==> src/rtl/uart_wb_arbiter.sv <==
// Two-master Wishbone arbiter in front of the 8250 UART register slave; ERR on unACKed timeout.
// Latency: request -> S_CYC_O one cycle; ACK/read data pass through combinationally.
// Backpressure: a granted tenure is never pre-empted, the other master stalls until CYC drops.
module uart_wb_arbiter #(
    parameter int TIMEOUT = 16,
    parameter int TO_W    = 8,
    parameter int RR      = 1
) (
    input  logic        CLK_I,
    input  logic        RST_I,
    input  logic [31:0] M0_ADR_I,
    input  logic [31:0] M0_DAT_I,
    output logic [31:0] M0_DAT_O,
    input  logic        M0_WE_I,
    input  logic [3:0]  M0_SEL_I,
    input  logic        M0_STB_I,
    input  logic        M0_CYC_I,
    output logic        M0_ACK_O,
    output logic        M0_ERR_O,
    input  logic [31:0] M1_ADR_I,
    input  logic [31:0] M1_DAT_I,
    output logic [31:0] M1_DAT_O,
    input  logic        M1_WE_I,
    input  logic [3:0]  M1_SEL_I,
    input  logic        M1_STB_I,
    input  logic        M1_CYC_I,
    output logic        M1_ACK_O,
    output logic        M1_ERR_O,
    output logic [31:0] S_ADR_O,
    output logic [31:0] S_DAT_O,
    input  logic [31:0] S_DAT_I,
    output logic        S_WE_O,
    output logic [3:0]  S_SEL_O,
    output logic        S_STB_O,
    output logic        S_CYC_O,
    input  logic        S_ACK_I,
    output logic [1:0]  GNT_O
);

    typedef enum logic [1:0] {ST_IDLE, ST_BUSY, ST_ERR} state_t;

    state_t            r_state;
    state_t            w_next;
    logic [1:0]        r_gnt;
    logic              r_ptr;
    logic [TO_W-1:0]   r_cnt;

    logic w_gcyc;
    logic w_gstb;
    logic w_pick1;
    logic w_timeout;
    logic w_stall;
    logic w_busy;

    assign w_gcyc    = r_gnt[1] ? M1_CYC_I : (r_gnt[0] & M0_CYC_I);
    assign w_gstb    = r_gnt[1] ? M1_STB_I : (r_gnt[0] & M0_STB_I);
    // r_ptr=1 means master 1 held the bus last, so master 0 wins a tie
    assign w_pick1   = M1_CYC_I & (~M0_CYC_I | ((RR != 0) & ~r_ptr));
    assign w_timeout = (r_cnt == TO_W'(TIMEOUT - 1));
    assign w_busy    = (r_state == ST_BUSY);
    assign w_stall   = w_busy & w_gstb & ~S_ACK_I;

    always_ff @(posedge CLK_I or negedge RST_I) begin
        if (!RST_I) r_state <= ST_IDLE;
        else        r_state <= w_next;
    end

    always_comb begin
        w_next = r_state;
        case (r_state)
            ST_IDLE: if (M0_CYC_I | M1_CYC_I) w_next = ST_BUSY;
            ST_BUSY: begin
                if (!w_gcyc)                  w_next = ST_IDLE;
                else if (w_stall && w_timeout) w_next = ST_ERR;
            end
            ST_ERR:  w_next = w_gcyc ? ST_BUSY : ST_IDLE;
            default: w_next = ST_IDLE;
        endcase
    end

    always_ff @(posedge CLK_I or negedge RST_I) begin
        if (!RST_I) begin
            r_gnt <= 2'b00;
            r_ptr <= 1'b1;
            r_cnt <= '0;
        end else begin
            if (r_state == ST_IDLE && w_next == ST_BUSY) begin
                r_gnt <= {w_pick1, ~w_pick1};
            end else if (r_state != ST_IDLE && w_next == ST_IDLE) begin
                r_ptr <= r_gnt[1];
                r_gnt <= 2'b00;
            end
            if (w_stall && !w_timeout) r_cnt <= r_cnt + TO_W'(1);
            else                       r_cnt <= '0;
        end
    end

    always_comb begin
        S_ADR_O  = 32'h0;
        S_DAT_O  = 32'h0;
        S_WE_O   = 1'b0;
        S_SEL_O  = 4'h0;
        S_STB_O  = 1'b0;
        S_CYC_O  = 1'b0;
        M0_DAT_O = 32'h0;
        M1_DAT_O = 32'h0;
        M0_ACK_O = 1'b0;
        M1_ACK_O = 1'b0;
        M0_ERR_O = (r_state == ST_ERR) & r_gnt[0];
        M1_ERR_O = (r_state == ST_ERR) & r_gnt[1];
        GNT_O    = r_gnt;
        if (w_busy) begin
            S_ADR_O = r_gnt[1] ? M1_ADR_I : M0_ADR_I;
            S_DAT_O = r_gnt[1] ? M1_DAT_I : M0_DAT_I;
            S_WE_O  = r_gnt[1] ? M1_WE_I  : M0_WE_I;
            S_SEL_O = r_gnt[1] ? M1_SEL_I : M0_SEL_I;
            S_STB_O = w_gstb;
            S_CYC_O = w_gcyc;
            if (r_gnt[0]) begin
                M0_DAT_O = S_DAT_I;
                M0_ACK_O = S_ACK_I & w_gstb;
            end
            if (r_gnt[1]) begin
                M1_DAT_O = S_DAT_I;
                M1_ACK_O = S_ACK_I & w_gstb;
            end
        end
    end

endmodule

==> config.mk <==
export PLATFORM = sky130hd
export DESIGN_NAME = uart_wb_arbiter
export DESIGN_NICKNAME = d
export VERILOG_FILES = /design/src/rtl/uart_wb_arbiter.sv
export SDC_FILE = /design/constraint.sdc
export NUM_CORES = 1
export LEC_CHECK = 0
export BUFFER_PORTS_ARGS = -buffer_cell sky130_fd_sc_hd__buf_2
export CAP_MARGIN = 20
export CORE_AREA = 2 2 123 125
export CTS_BUF_LIST = sky130_fd_sc_hd__clkbuf_4 sky130_fd_sc_hd__clkbuf_8
export DETAILED_ROUTE_END_ITERATION = 10
export DIE_AREA = 0 0 125 127
export PLACE_DENSITY = 0.5
export SYNTH_ARGS = -nofsm -noshare
export SYNTH_HDL_FRONTEND = slang
export SYNTH_SLANG_ARGS = --single-unit
export TNS_END_PERCENT = 10
==> constraint.sdc <==
create_clock -name CLK_I -period 1.8 [get_ports CLK_I]
set_clock_uncertainty 0.05 [all_clocks]
set_input_delay 0.09 -clock CLK_I [delete_from_list [all_inputs] [get_ports CLK_I]]
set_output_delay 0.09 -clock CLK_I [all_outputs]
set_load 0.01 [all_outputs]
==> impl_metrics.tcl, run 1 <==
set metrics [dict create \
    p_total_mw 4.56 \
    core_area_sq_um 14400 \
    hold_path_class "in2reg" \
    layout.nets 801 \
    synth_area_sq_um 2250 \
    holdWs_ns 0.142 \
    syn_nets 492 \
    yosys.area.top_type_share_pct 30.7 \
    die_w_microns 125 \
    r2r-start "r_cnt[4]" \
    synth_most_common_cell "nor2_1" \
    ant_nets 0 \
    intPower_mw 2.21 \
    power_switching_mw 2.36 \
    numCtsBuffers 3 \
    yosys.area.top_type "mux2i_1" \
    yosysWarnings 0 \
    hold_viol_final 0 \
    min_to "r_state[0]" \
    period_share_pct 95.3 \
    end_kind "output pin" \
    fin_util_pct 29.2 \
    n_antenna_cell 0 \
    tightest_slew_ns 0.343 \
    crit_fanout 66 \
    antenna_found_initial 2 \
    slew_viol_final 0 \
    seq_area_frac_synth_pct 14.5 \
    area_growth_syn_to_layout_pct 87.3 \
    nFillCells 1614 \
    io_pins 318 \
    cp-start-kind "flip-flop" \
    required_ns 1.66 \
    grt_pass1_wl_mm 17.6 \
    grt_pass1_vias 3209 \
    clk_path_buf_depth 2 \
    grt_overflow 0 \
    post-place-cells 795 \
    p_per_area_nw_per_um2 1080 \
    die_h_microns 127 \
    rr_endpoint "r_state[0]" \
    status "completed" \
    syn_inst 314 \
    pwr-share-clk_pct 6.1 \
    synth_common_cells "nor2_1, mux2i_1, and3_1" \
    root_buffer "clkbuf_8" \
    start_util_pct 15.6 \
    crit_arrival_ns 1.57 \
    cap_violations 0 \
    ys_ff_latch 13 \
    vias_per_cell 4.31 \
    min_path_cells 3 \
    ys_async_sr_fraction_pct 100 \
    ys.flop_type "dfrtp_1" \
    cts_tree "done" \
    p_leak_nw 2.63 \
    io_buffers 317 \
    grt_start_max_net_pins 67 \
    place_hpwl_mm 10.4 \
    instances_no_fill 806 \
    clock.fmax_mhz 583 \
    cts_sinks 13 \
    rr_worst_depth 3 \
    synth_edf_count 0 \
    synthTopCellsByArea "mux2i_1, and3_1, dfrtp_1" \
    ys_types 38 \
    row_count 44 \
    drc_errors 0 \
    rrSetupSlack_ns 0.22 \
    pwr-share-seq_pct 9.1 \
    hp-start "M0_CYC_I" \
    clkTransAtPathRegs_ns 0.06 \
    track_usage_pct 13.7 \
    totalWireLength_mm 12.3 \
    setup_viol_count_final 0 \
    combPwrFrac_pct 84.8 \
    gp_congestion 0.809 \
    wl_per_cell_microns 15.2 \
    place_ws_ns 0.194 \
    h-tree-depth 1 \
    dr.pass1.iters 4 \
    peakVddDrop_mv 0.416 \
    relSlewSlack_pct 76.9 \
    fin_crit_ns 1.71 \
    die_area_sq_um 15900 \
    drive_above_1_share_pct 56.1 \
    finalSetupTns_ns 0 \
    vias 3473 \
    avgSynthCellArea_sq_um 7.16 \
    grt_setup_unrepaired "false" \
    critical_path_class "reg2out" \
    fin_area_sq_um 4210 \
    fin_ws_ns 0.0852 \
    dpl_cell_area_sq_um 4080 \
    drt_iter0_drc 82 \
    clkLatencyLatePin_ns 0.24 \
    p_sw_share_pct 51.7 \
]
[metal layers]
layer	global-route usage [%]	part of all wire [%]
met1	15.6	39
met4	1.90	1.0
met3	3.64	9.3
met2	26.1	51
met5	0	0.17
[critical path, cell delays in order, from the launching register on]
cell     delay (ns)
dfrtp_1        0.38
buf_4          0.17
nor2b_2        0.15
buf_12         0.23
and3_1         0.24
buf_2          0.15
[sequential cells by signal, indices dropped and copies added, names as in the netlist]
| register | flops |
|---|---|
| GNT_O | 2 |
| r_cnt | 8 |
| r_ptr | 1 |
| r_state | 2 |
[cell families (layout without fill, tap and decap cells)]
group                      Yosys count  after routing  share of synthesized area (%)
xor gates and xnor gates             3              3                           1.17
and+or+nand+nor                    172            172                           39.4
AOI/OAI and AO/OA                   21             21                           7.12
buffers and inverters               35            343                           6.51
adders and majority gates            1              1                          0.556
DFF                                 13             13                           14.5
muxes                               69             69                           30.7
[cell type report]
cell class	instances	area [sq um]	area share [%]
multi-input cells	266	1780	42.3
clock buffers	4	48.8	1.16
well taps	184	230	5.47
inverters	3	11.3	0.267
repair buffers	336	1810	42.9
flip-flops and latches	13	330	7.84
[power by group through the flow]
| stage | registers (mW) | logic [mW] | clock network, mW |
|---|---|---|---|
| after floorplan | 0.386 | 2.22 | 0 |
| after global placement | 0.436 | 3.78 | 0 |
| after detailed placement | 0.434 | 3.77 | 0 |
| after CTS | 0.431 | 3.87 | 0.293 |
| after global routing | 0.427 | 4.19 | 0.303 |
| final | 0.416 | 3.87 | 0.279 |
[layout by cell type, fill, tap and decap left out, types with 2 or more instances in the layout]
master    synthesis  layout
a21oi_1           4       4
nor2b_1           3       2
mux2i_1          69      69
dfrtp_1          12      11
nand3_1           2       2
a211oi_1          2       2
nor3_1            3       3
xor2_1            2       2
clkbuf_8          0       3
o21ai_0           6       6
or3_1             2       2
inv_1             3       3
and3_1           66      66
or3b_2            2       2
nand2_1           9       8
o31ai_1           2       2
buf_2             9     318
buf_12            0       4
or4_1             2       2
nor2_1           75      74
buf_4             1      11
[worst max-delay path by stage]
stage	start	slack, ns	cells after the start	end
after CTS	GNT_O[1]	0.02	5	S_DAT_O[23]
final	r_state[1]	0.09	5	M0_DAT_O[28]
after global placement	GNT_O[1]	0.23	5	S_DAT_O[14]
after floorplan	r_state[1]	0.25	4	r_state[0]
after detailed placement	GNT_O[1]	0.19	5	S_ADR_O[0]
after global routing	GNT_O[1]	0.004	5	S_ADR_O[31]
[what timing repair did]
action                                  in CTS  in global routing
endpoints found under the hold margin       13                  0
setup buffers                                2                  3
endpoints found under the setup margin      35                 36
gates resized for setup                      1                  1
pin swaps                                    0                  1
hold buffers                                 1                  0
gates cloned                                 1                  0
Power figures use the tool's default switching activity.
==> run 2: changes to the inputs <==
Settings changed: ABC_AREA set to 1, BUFFER_PORTS_ARGS -buffer_cell sky130_fd_sc_hd__buf_2 to unset, CORE_AREA 2 2 123 125 to 2 2 122 124, DIE_AREA 0 0 125 127 to 0 0 124 126, DONT_BUFFER_PORTS set to 1, HOLD_SLACK_MARGIN set to 0.05, PLACE_DENSITY 0.5 to 0.3.
==> impl_metrics.tcl, run 2 <==
set metrics [dict create \
    peakVddDrop_mv 0.411 \
    grt_pass1_wl_mm 14.0 \
    die_w_microns 124 \
    vias 2934 \
    drive_above_1_share_pct 22.6 \
    ys_types 24 \
    rr_worst_depth 4 \
    power_switching_mw 2.58 \
    hold_viol_final 0 \
    fin_crit_ns 1.72 \
    fin_area_sq_um 3010 \
    syn_inst 422 \
    io_pins 318 \
    drc_errors 0 \
    combPwrFrac_pct 84.3 \
    rrSetupSlack_ns 0.12 \
    root_buffer "clkbuf_8" \
    end_kind "output pin" \
    grt_setup_unrepaired "true" \
    ant_nets 0 \
    yosys.area.top_type_share_pct 28.6 \
    dpl_cell_area_sq_um 2890 \
    status "completed" \
    avgSynthCellArea_sq_um 4.86 \
    regMostFlops "r_cnt" \
    wl_per_cell_microns 14.9 \
    p_total_mw 4.36 \
    clkLatencyLatePin_ns 0.24 \
    layout_commonest_cell "nand2_1" \
    start_util_pct 14.3 \
    period_share_pct 95.4 \
    critical_path_class "reg2out" \
    largest_reg_flops 8 \
    setup_viol_count_final 0 \
    required_ns 1.66 \
    track_usage_pct 11.2 \
    p_sw_share_pct 59.2 \
    pwr-share-seq_pct 9.4 \
    hp-start "M0_CYC_I" \
    grt_start_max_net_pins 74 \
    syn_nets 600 \
    layout_common_cells "nand2_1, buf_4, nor2_1" \
    hold_path_class "in2reg" \
    clock.fmax_mhz 583 \
    cts_sinks 13 \
    synth_common_cells "nand2_1, nor2_1, a21oi_1" \
    cts_setup_buffers 0 \
    yosysWarnings 0 \
    r2r-start "r_state[1]" \
    die_h_microns 126 \
    cap_violations 0 \
    place_hpwl_mm 8.18 \
    holdWs_ns 0.0724 \
    synth_edf_count 0 \
    clk_path_buf_depth 2 \
    min_to "r_state[1]" \
    ys_async_sr_fraction_pct 100 \
    area_growth_syn_to_layout_pct 47.0 \
    clkTransAtPathRegs_ns 0.06 \
    cts_tree "done" \
    pwr-share-clk_pct 6.3 \
    synth_area_sq_um 2050 \
    seq_area_frac_synth_pct 15.9 \
    drt_iter0_drc 145 \
    tightest_slew_ns 0.638 \
    grt_overflow 0 \
    gp_congestion 0.758 \
    die_area_sq_um 15600 \
    vias_per_cell 4.31 \
    antenna_found_initial 0 \
    h-tree-depth 1 \
    intPower_mw 1.78 \
    n_antenna_cell 0 \
    totalWireLength_mm 10.1 \
    p_leak_nw 1.61 \
    row_count 44 \
    io_buffers 0 \
    ys.flop_type "dfrtp_1" \
    numCtsBuffers 3 \
    grt_pass1_vias 2574 \
    synthTopCellsByArea "nand2_1, a21oi_1, nor2_1" \
    core_area_sq_um 14300 \
    min_path_cells 4 \
    cp-start-kind "flip-flop" \
    synth_most_common_cell "nand2_1" \
    yosys.area.top_type "nand2_1" \
    p_per_area_nw_per_um2 1450 \
    crit_arrival_ns 1.58 \
    relSlewSlack_pct 57.3 \
    slew_viol_final 0 \
    rr_endpoint "GNT_O[1]" \
    layout.nets 675 \
    crit_fanout 45 \
    ys_ff_latch 13 \
    dr.pass1.iters 4 \
]
## run 2: worst max-delay path by stage
stage	from	end	slack [ns]	cells after the start
floorplan	GNT_O[1]	S_DAT_O[26]	0.36	6
global placement	r_state[1]	M0_ACK_O	0.31	5
detailed placement	r_state[1]	S_DAT_O[8]	0.24	5
CTS	r_state[0]	S_DAT_O[8]	0.04	6
global route	GNT_O[1]	S_ADR_O[14]	-0.03	5
finish	GNT_O[1]	S_DAT_O[8]	0.08	5
## run 2: metal layers
metal | global-route usage, % | vias to the layer above | part of all wire, %
met3 | 2.17 | 2 | 9.4
met4 | 0.661 | 0 | 0.19
met5 | 0 | - | 0
li1 | - | 1430 | -
met1 | 14.1 | 1330 | 40
met2 | 20.6 | 172 | 51
## run 2: logic make-up (layout without fill, tap and decap cells)
logic type,Yosys count,in the layout,synth area share (%)
AOI/OAI and AO/OA,72,72,17.8
and+or+nand+nor,254,254,48.8
DFF,13,13,15.9
xor gates and xnor gates,4,4,1.71
adders and majority gates,2,2,1.16
buffers and inverters,77,151,14.6
## run 2: metrics by stage
stage	setup WS, ns	utilization, %	std cells	setup TNS (ns)
3_5_place_dp	0.236	20.2	671	0
3_3_place_gp	0.309	20.2	671	0
2_1_floorplan	0.363	-	422	0
6_report	0.0837	21.1	680	0
5_1_grt	-0.0300	21.1	680	-0.0674
4_1_cts	0.0370	20.9	680	0
## run 2: final cells by class
class / instances / area (sq um)
clock buffers: 4 / 48.8
fillers: 1665 / 11300
inverters: 48 / 180
multi-input cells: 332 / 1430
flip-flops and latches: 13 / 329
well taps: 184 / 230
repair buffers: 99 / 792
## run 2: what timing repair did
item,4_1_cts,5_1_grt
gates resized for setup,1,6
gates cloned,0,0
hold endpoints to repair,18,0
endpoints found under the setup margin,11,48
hold buffers,5,0
## run 2: power by group through the flow
stage	Combinational (mW)	Clock (mW)	Sequential, mW
CTS	3.70	0.282	0.409
global placement	3.63	0	0.412
finish	3.67	0.275	0.408
global route	4.13	0.298	0.420
detailed placement	3.66	0	0.415
floorplan	2.32	0	0.393
## run 2: critical path: stages, from the launching register on
cell and delay [ns]:
dfrtp_2 0.42, inv_2 0.20, buf_12 0.25, nand2_1 0.11, a21oi_1 0.18, buf_4 0.15
